## config.mk

```make
export PLATFORM = sky130hd
export DESIGN_NAME = icache_fill_fsm
export DESIGN_NICKNAME = d
export VERILOG_FILES = /design/src/rtl/icache_fill_fsm.sv
export SDC_FILE = /design/constraint.sdc
export NUM_CORES = 1
export LEC_CHECK = 0
export BUFFER_PORTS_ARGS = -buffer_cell sky130_fd_sc_hd__buf_4
export CORE_AREA = 2 2 68 70
export DETAILED_ROUTE_END_ITERATION = 8
export DIE_AREA = 0 0 70 72
export GPL_TIMING_DRIVEN = 1
export PLACE_DENSITY = 0.55
export SYNTH_ARGS = -nofsm -noshare
export SYNTH_HDL_FRONTEND = slang
export SYNTH_SLANG_ARGS = --single-unit
```

## constraint.sdc

```tcl
create_clock -name clk -period 2.6 [get_ports clk]
set_clock_uncertainty 0.2 [all_clocks]
set_input_delay 0 -clock clk [delete_from_list [all_inputs] [get_ports clk]]
set_output_delay 0 -clock clk [all_outputs]
set_load 0.02 [all_outputs]
```

## src/rtl/icache_fill_fsm.sv

```systemverilog
// Instruction-cache miss handler: on a miss, fetch the whole block from
// main memory using back-to-back pipelined reads, stream each returned word
// into the data array, and write the tag once the final word lands.
// fsm_busy holds the fetch path stalled for the whole fill.
module icache_fill_fsm #(
  parameter  int BLOCK_WORDS = 8,
  parameter  int ADDR_W      = 16,
  parameter  int DATA_W      = 16,
  localparam int IDX_W       = $clog2(BLOCK_WORDS)
) (
  input  logic              clk,
  input  logic              rst_n,
  input  logic              miss_detected,
  input  logic [ADDR_W-1:0] miss_address,
  output logic              fsm_busy,
  output logic [ADDR_W-1:0] memory_address,
  output logic              mem_read,
  input  logic              memory_data_valid,
  input  logic [DATA_W-1:0] memory_data,
  output logic              write_data_array,
  output logic [IDX_W-1:0]  word_index,
  output logic [DATA_W-1:0] cache_data,
  output logic              write_tag_array
);

  // Counters need one extra bit so "all words requested" is representable.
  localparam int CNT_W  = IDX_W + 1;
  // Byte-offset bits inside a block (block = 2*BLOCK_WORDS bytes).
  localparam int OFF_W  = IDX_W + 1;
  localparam int BASE_W = ADDR_W - OFF_W;

  localparam logic [CNT_W-1:0] CNT_FULL = CNT_W'(BLOCK_WORDS);
  localparam logic [CNT_W-1:0] CNT_LAST = CNT_W'(BLOCK_WORDS - 1);

  typedef enum logic {
    IDLE = 1'b0,
    FILL = 1'b1
  } state_t;

  state_t            state_q, state_d;
  logic [CNT_W-1:0]  req_cnt_q, req_cnt_d;
  logic [CNT_W-1:0]  resp_cnt_q, resp_cnt_d;
  // Only the block-aligned part of the miss address is kept; the offset
  // bits are always zero and are rebuilt from the request counter.
  logic [BASE_W-1:0] base_q, base_d;

  // The byte offset of the missing address plays no part in the fill.
  logic              miss_offset_unused;
  assign miss_offset_unused = ^miss_address[OFF_W-1:0];

  // The returned word goes straight to the data array.
  assign cache_data = memory_data;
  assign word_index = resp_cnt_q[IDX_W-1:0];

  // State, counter and block-base registers.
  always_ff @(posedge clk or negedge rst_n) begin
    if (!rst_n) begin
      state_q    <= IDLE;
      req_cnt_q  <= '0;
      resp_cnt_q <= '0;
      base_q     <= '0;
    end else begin
      state_q    <= state_d;
      req_cnt_q  <= req_cnt_d;
      resp_cnt_q <= resp_cnt_d;
      base_q     <= base_d;
    end
  end

  // Next-state logic and all control outputs; requests and responses are
  // tracked independently so memory latency and response gaps do not matter.
  always_comb begin
    state_d          = state_q;
    req_cnt_d        = req_cnt_q;
    resp_cnt_d       = resp_cnt_q;
    base_d           = base_q;
    fsm_busy         = 1'b0;
    mem_read         = 1'b0;
    memory_address   = '0;
    write_data_array = 1'b0;
    write_tag_array  = 1'b0;

    case (state_q)
      IDLE: begin
        if (miss_detected) begin
          state_d    = FILL;
          base_d     = miss_address[ADDR_W-1:OFF_W];
          req_cnt_d  = '0;
          resp_cnt_d = '0;
        end
      end

      FILL: begin
        fsm_busy = 1'b1;

        // Issue one read per cycle until every word of the block is requested.
        // The offset is spliced in rather than added, so it never carries
        // out of the block.
        if (req_cnt_q != CNT_FULL) begin
          mem_read       = 1'b1;
          memory_address = {base_q, req_cnt_q[IDX_W-1:0], 1'b0};
          req_cnt_d      = req_cnt_q + 1'b1;
        end

        // Responses arrive in request order, so resp_cnt is the word slot.
        if (memory_data_valid) begin
          write_data_array = 1'b1;
          resp_cnt_d       = resp_cnt_q + 1'b1;
          if (resp_cnt_q == CNT_LAST) begin
            write_tag_array = 1'b1;
            state_d         = IDLE;
            req_cnt_d       = '0;
            resp_cnt_d      = '0;
          end
        end
      end

      default: begin
        state_d = IDLE;
      end
    endcase
  end

endmodule

```

# Word level (Yosys, flattened, before mapping)
# Cells that the tools add are included.
# totals
reg_bits,21
latch_bits,0
word_cells,35
mem_bits_rw,0
romBits,0
out_inout_bits,39
input_bits,36
mem_count,0
# op_classes
shifts,0
add_sub_neg,2
magnitude_cmp,0
n_eq_ne,4
n_bitwise,1
n_reduce_logical,2
div,0
multipliers,0
n_mux,22
# op_table
cell,count
two-way mux 16 bit,2
two-way mux 4 bit,6
one-hot mux 4 bit (2 select lines),2
two-way mux 1 bit,11
adder 4 x 1 -> 4 bit (second input constant),2
equality test 4 x 3 -> 1 bit (second input constant),1
!= test 2 bit (second input constant),2
!= test 4 bit (second input constant),1
AND reduction 2 bit,2
one-hot mux 1 bit (2 select lines),1
NOT 1 bit,1

# Logic depth before layout (Yosys ltp)
# Gate-level depths: netlist (run 1).
# depth
word_depth,5
mapped_depth,6
mapped_depth_nobuf,6

# Worst setup path after synthesis (run 1)
# Ideal clock, no wire load.
# synth_timing
path_kind,reg2reg
from,register req_cnt_q[0]
to,register req_cnt_q[0]
required_ns,2.278
path_slack_ns,0.865
setup_ns,0.122
period_less_slack_ns,1.735
stages_incl_launch_ff,7
path_buffers,0
t_arrival_ns,1.413
cell_sequence,dfrtp_1 -> inv_1 -> ha_1 -> nand2_1 -> or2_2 -> ha_1 -> a32o_1
# synth_between
elab_chain_cells,5
word_cells_on_any_way,6
cone_classes,add/sub: 1; eq/ne: 1; mux: 4
# synth_rtl
element,line_no,text
"start, declared",41,"logic [CNT_W-1:0] req_cnt_q, req_cnt_d;"
"start signal, assigned",64,req_cnt_q <= req_cnt_d;
adder 4 x 1 -> 4 bit / != test 4 bit (equally long branches),"102, 99",
two-way mux 4 bit (*),99,if (req_cnt_q != CNT_FULL) begin
two-way mux 4 bit,109,if (resp_cnt_q == CNT_LAST) begin
two-way mux 4 bit (*),106,if (memory_data_valid) begin
one-hot mux 4 bit (2 select lines) (*),83,case (state_q)
# Every way passes the cells marked *; elsewhere a longest branch is shown, timed or not.
# A chain may end at the register's enable or synchronous reset.

# Worst setup path after layout (run 1)
# layout_timing
from,register req_cnt_q[0]
to,output memory_address[6]
# layout_between
elab_chain_cells,3
# layout_rtl
element,line_no,text
!= test 4 bit,99,
two-way mux 16 bit,99,
two-way mux 16 bit,83,
"end, declared",16,"output logic [ADDR_W-1:0] memory_address,"
# No other way between the ends.

==> results.json, run 1 <==
{
  "avgSynthCellArea_um2": 8.93,
  "grt_pass1_vias": 1042,
  "root_buffer": "clkbuf_8",
  "num_antenna_cells": 0,
  "netlist_instances": 139,
  "die-area_um2": 5040,
  "async_flop_share_pct": 100,
  "grt_pass1_wl_um": 4570,
  "path_delay_family": "compound AO/OA/AOI/OAI gates",
  "path_buf_inv": 2,
  "wirelength_um": 2800,
  "grt_max_degree": 22,
  "core_um2": 4260,
  "io-pin-count": 75,
  "fin_crit_ns": 1.99,
  "cts_resized": 0,
  "max_freq_mhz": 503,
  "tns_ns": 0,
  "worstSetupStartpointType": "flop",
  "die_x_um": 70,
  "crit_path_end_kind": "output port",
  "clk_latency_ns": 0.25,
  "synth-seq-cells": 21,
  "place_congestion": 0.794,
  "final-hold-violation-count": 0,
  "wl_per_cell_um": 11.7,
  "clkTransAtPathRegs_ns": 0.07,
  "worstPathMaxFanout": 14,
  "setup_slack_ns": 0.612,
  "status": "finished clean",
  "path_class": "reg -> out",
  "grt_setup_unrepaired": "false",
  "cts.sinks": 21,
  "remaining_drc_errors": 0,
  "worstRegToRegCells": 3,
  "final_common_cell": "nand2_1",
  "fillers": 409,
  "drt-pass1-iter-count": 3,
  "synth_ff_type": "dfrtp_1",
  "power.total_w": 0.00197,
  "grt_overflow": 0,
  "p_leak_nw": 0.880,
  "final_max_slew_viol_count": 0,
  "crit_arrival_ns": 1.79,
  "hold_path.class": "reg -> reg",
  "globalRouteTotalUtil_pct": 11.0,
  "synth_nets": 179,
  "ys_warn_count": 0,
  "nNetsFinal": 229,
  "yosysSeqAreaShare_pct": 42.3,
  "vdd.ir_drop.worst_uv": 254,
  "required_ns": 2.40,
  "layout_common_cells": "42 x nand2_1, 38 x buf_4, 32 x dlygate4sd3_1",
  "critPathSlowestCell": "o21a_1",
  "rows": 24,
  "start_util_pct": 29.1,
  "hold_depth": 2,
  "viasPerCell": 4.32,
  "rrSetupSlack_ns": 0.76,
  "die_h_um": 72,
  "htreeDepth": 1,
  "area_growth_pct": 41.8,
  "io_buffers": 37,
  "drv_cap": 0,
  "setup_viol": 0,
  "place_hpwl_um": 1940,
  "cts_tree": "yes",
  "path_cells": "inv_1 > ha_1 > nand2_1 > o21a_1 > and2_4 > buf_4",
  "first_iter_violations": 43,
  "powerDensity_nw_per_um2": 1120,
  "hp-start": "base_q[11]",
  "antenna_found_initial": 0,
  "timing.rr.start": "state_q",
  "pre_cts_ws_ns": 0.753,
  "layout-drive-gt1-share_pct": 27.7,
  "ys_types": 28,
  "dr_total_vias": 1036,
  "synth-edff-count": 0,
  "min_to": "base_q[11]",
  "drtAntennaViolNets": 0,
  "r2r-end": "resp_cnt_q[3]",
  "numCtsBuffers": 3,
  "worst_pin_slew_ns": 0.972,
  "relSlewSlack_pct": 35.0,
  "crit_path_max_incr_delay_ns": 0.42,
  "cts.path.max_buffers": 2,
  "fin_crit_sh_pct": 76.5,
  "syn_area_um2": 1240
}
==> registers in the layout (all words and copies together) (netlist names) <==
register	cells
resp_cnt_q	4
base_q	12
req_cnt_q	4
state_q	1
==> where the power goes <==
part           switching (W)  internal (W)  leakage, nW
Combinational       0.000588      0.000549        0.598
Sequential          0.000143      0.000481        0.259
Clock              0.0000984      0.000109       0.0228
==> cells in the mapped netlist (all sizes together), types with 2 or more instances <==
cell	number	area, um2
nor2	3	11.3
buf	25	196
nand3	6	30.0
and2	15	116
nand2	43	164
ha	4	50.1
dfrtp	21	526
inv	4	15.0
xor2	2	17.5
a32o	2	20.0
==> layout make-up <==
type	count	area [um2]	area share, %
repair buffers	70	606	34.4
flip-flops and latches	21	526	29.9
multi-input cells	89	504	28.6
well taps	52	65.1	3.70
clock buffers	4	45.0	2.56
inverters	4	15.0	0.853
==> through the flow <==
step,utilization [%],hold slack [ns],instance area [um2],instances
2_1_floorplan,-,-0.496,1240,139
3_3_place_gp,32.7,-0.301,1400,204
3_5_place_dp,32.7,-0.298,1400,204
4_1_cts,41.3,0.277,1760,240
5_1_grt,41.3,0.296,1760,240
6_report,41.3,0.277,1760,240
==> worst max path at each step <==
stage / from / end / depth (start not counted)
after floorplan: req_cnt_q[0] / req_cnt_q[0] / 6
after global placement: req_cnt_q[0] / req_cnt_q[0] / 6
after detailed placement: state_q / resp_cnt_q[3] / 3
after CTS: req_cnt_q[0] / memory_address[7] / 6
after global routing: req_cnt_q[0] / memory_address[6] / 6
final: req_cnt_q[0] / memory_address[6] / 6
==> cells by family (layout without fill, tap and decap cells) <==
group,count (synthesis),after routing,share of synthesized area (%)
xor gates and xnor gates,2,2,1.41
buffers and inverters,29,78,17.0
other,1,1,0.302
adders and majority gates,4,4,4.03
AOI/OAI and AO/OA,8,8,5.04
DFF,21,21,42.3
muxes,1,1,0.806
and+or+nand+nor,73,73,29.0
==> worst register-to-register path, delay by kind of cell (launching register included) <==
family	cells	cell delay (ns)
AND/OR/NAND/NOR	1	0.58
flip-flops	1	0.61
AO/OA/AOI/OAI	2	0.32
==> routing by layer <==
| metal | GRT usage [%] | share of wire, % |
|---|---|---|
| met5 | 0 | 0 |
| met2 | 21.0 | 50 |
| met4 | 2.78 | 0.14 |
| met3 | 2.36 | 7.7 |
| met1 | 12.5 | 42 |
==> repair_timing <==
action,4_1_cts,5_1_grt
buffers inserted,0,0
endpoints found under the hold margin,57,0
hold buffers,32,0
Power figures use the tool's default switching activity.
==> run 2, diff against run 1 <==
PLACE_DENSITY = 0.58   (was 0.55)
clock period = 1.6 ns   (was 2.6 ns; I/O delays follow)
==> run 2 against run 1 <==
  * The run now ends with negative setup slack left
  * Setup slack lost 0.74 ns
  * Final cell count increased by 4.2%
  * Clock-buffer cell count shrank 1
  * Sequential power increased by 54%
  * Largest cell class unchanged
==> results.json, run 2 (same netlist as run 1, synthesis figures left out) <==
{
  "status": "finished, violations left",
  "violations": "negative setup slack",
  "reg_top3": "base_q (12), req_cnt_q (4), resp_cnt_q (4)",
  "holdWs_ns": 0.271,
  "area_growth_pct": 54.9,
  "place_congestion": 0.731,
  "viasPerCell": 4.28,
  "htreeDepth": 1,
  "place_hpwl_um": 1890,
  "core_um2": 4260,
  "grt_setup_unrepaired": "true",
  "pwr-share-clk_pct": 9.6,
  "numCtsBuffers": 3,
  "fin_crit_sh_pct": 108,
  "vdd.ir_drop.worst_uv": 428,
  "cts.path.max_buffers": 2,
  "p_int_w": 0.00215,
  "setup_slack_ns": -0.133,
  "worstPathMaxFanout": 3,
  "grt_pass1_vias": 1019,
  "nNetsFinal": 239,
  "antenna_found_initial": 0,
  "first_iter_violations": 35,
  "cts_tree": "yes",
  "largest_reg_flops": 12,
  "dpl.cell_count": 214,
  "crit_arrival_ns": 1.53,
  "swShare_pct": 40.4,
  "fin_crit_ns": 1.73,
  "crit_path_end_kind": "output port",
  "regMostFlops": "base_q",
  "wl_per_cell_um": 11.2,
  "required_ns": 1.40,
  "die-area_um2": 5040,
  "max_freq_mhz": 577,
  "drt-pass1-iter-count": 3,
  "start_util_pct": 29.1,
  "clkTransAtPathRegs_ns": 0.08,
  "drv_cap": 0,
  "cts.sinks": 21,
  "pwr-share-comb_pct": 63.9,
  "p_switching_w": 0.00145,
  "layout.cells.non_filler": 250,
  "remaining_drc_errors": 0,
  "final_common_cell": "nand2_1",
  "globalRouteTotalUtil_pct": 11.0,
  "wirelength_um": 2810,
  "grt_max_degree": 22,
  "dr_total_vias": 1071,
  "num_antenna_cells": 0,
  "io-pin-count": 75,
  "fillers": 442,
  "drtAntennaViolNets": 0,
  "worstSetupStartpointType": "flop",
  "setup_viol": 15,
  "layout_common_cells": "41 x nand2_1, 38 x buf_4, 32 x dlygate4sd3_1",
  "power.total_w": 0.00360,
  "clk_latency_ns": 0.26,
  "die_h_um": 72,
  "rows": 24,
  "final_max_slew_viol_count": 0,
  "io_buffers": 37,
  "rrSetupSlack_ns": -0.02,
  "hold_path.class": "in -> reg",
  "root_buffer": "clkbuf_8",
  "die_x_um": 70,
  "powerDensity_nw_per_um2": 1870,
  "pwr-share-seq_pct": 26.6,
  "path_class": "reg -> out",
  "p_leak_nw": 0.951,
  "final-hold-violation-count": 0,
  "grt_overflow": 0,
  "layout-drive-gt1-share_pct": 36.4,
  "grt_pass1_wl_um": 4520
}
[run 2: cell count changes in the layout (fill, tap and decap cells not counted), moves of 2 or more]
cell,previous run,this run
inv_2,0,2
inv_1,4,2
buf_6,0,10
ha_4,0,2
ha_1,4,1
[run 2: worst paths after layout]
| check | start | endpoint | cells after the start |
|---|---|---|---|
| setup / recovery | req_cnt_q[1] | memory_address[1] | 7 |
| hold / removal | miss_address[11] | base_q[7] | 4 |
| setup reg to reg | req_cnt_q[1] | req_cnt_q[0] | 6 |
| hold reg to reg | base_q[11] | base_q[11] | 2 |
| max in group asynchronous | rst_n | state_q | 3 |
| min in group asynchronous | rst_n | resp_cnt_q[0] | 3 |
[run 2: worst max-delay path, cell delays in order, from the launching register on]
cell and delay, ns:
dfrtp_1 0.39, inv_2 0.07, ha_4 0.13, nand2_4 0.05, or2_4 0.24, ha_4 0.15
and2_4 0.13, buf_6 0.12
[run 2: area by class of cell]
class	instances	area (um2)	area share (%)
multi-input cells	89	552	28.7
repair buffers	80	718	37.3
inverters	4	15.0	0.781
clock inverters	1	5.00	0.260
flip-flops and latches	21	527	27.4
well taps	52	65.1	3.38
clock buffers	3	41.3	2.15
[run 2: metal layers]
metal	GRT usage [%]	share of wire (%)
met1	12.8	41
met2	20.7	53
met4	4.49	0.96
met3	1.25	5.9
met5	0	0
[run 2: power groups by stage]
| stage | logic [W] | clock network (W) | registers, W |
|---|---|---|---|
| after floorplan | 0.00136 | 0 | 0.000967 |
| after global routing | 0.00251 | 0.000375 | 0.00100 |
| after global placement | 0.00200 | 0 | 0.000952 |
| after detailed placement | 0.00202 | 0 | 0.000955 |
| after CTS | 0.00216 | 0.000360 | 0.000945 |
| final | 0.00230 | 0.000344 | 0.000957 |
[run 2: what timing repair did]
action / CTS / global route
setup endpoints to repair: 16 / 17
setup buffers: 0 / 0
endpoints found under the hold margin: 57 / 0
hold buffers: 32 / 0
pin swaps: 5 / 1
resized for setup: 5 / 16
[run 2: metrics by stage]
step	area [um2]	util [%]	setup slack [ns]	TNS [ns]
after floorplan	1260	-	-0.0667	-0.0667
after global placement	1490	34.8	-0.0376	-0.347
after detailed placement	1490	34.8	-0.0663	-0.768
after CTS	1860	43.7	-0.194	-2.63
after global routing	1920	45.1	-0.194	-1.88
final	1920	45.1	-0.133	-0.870
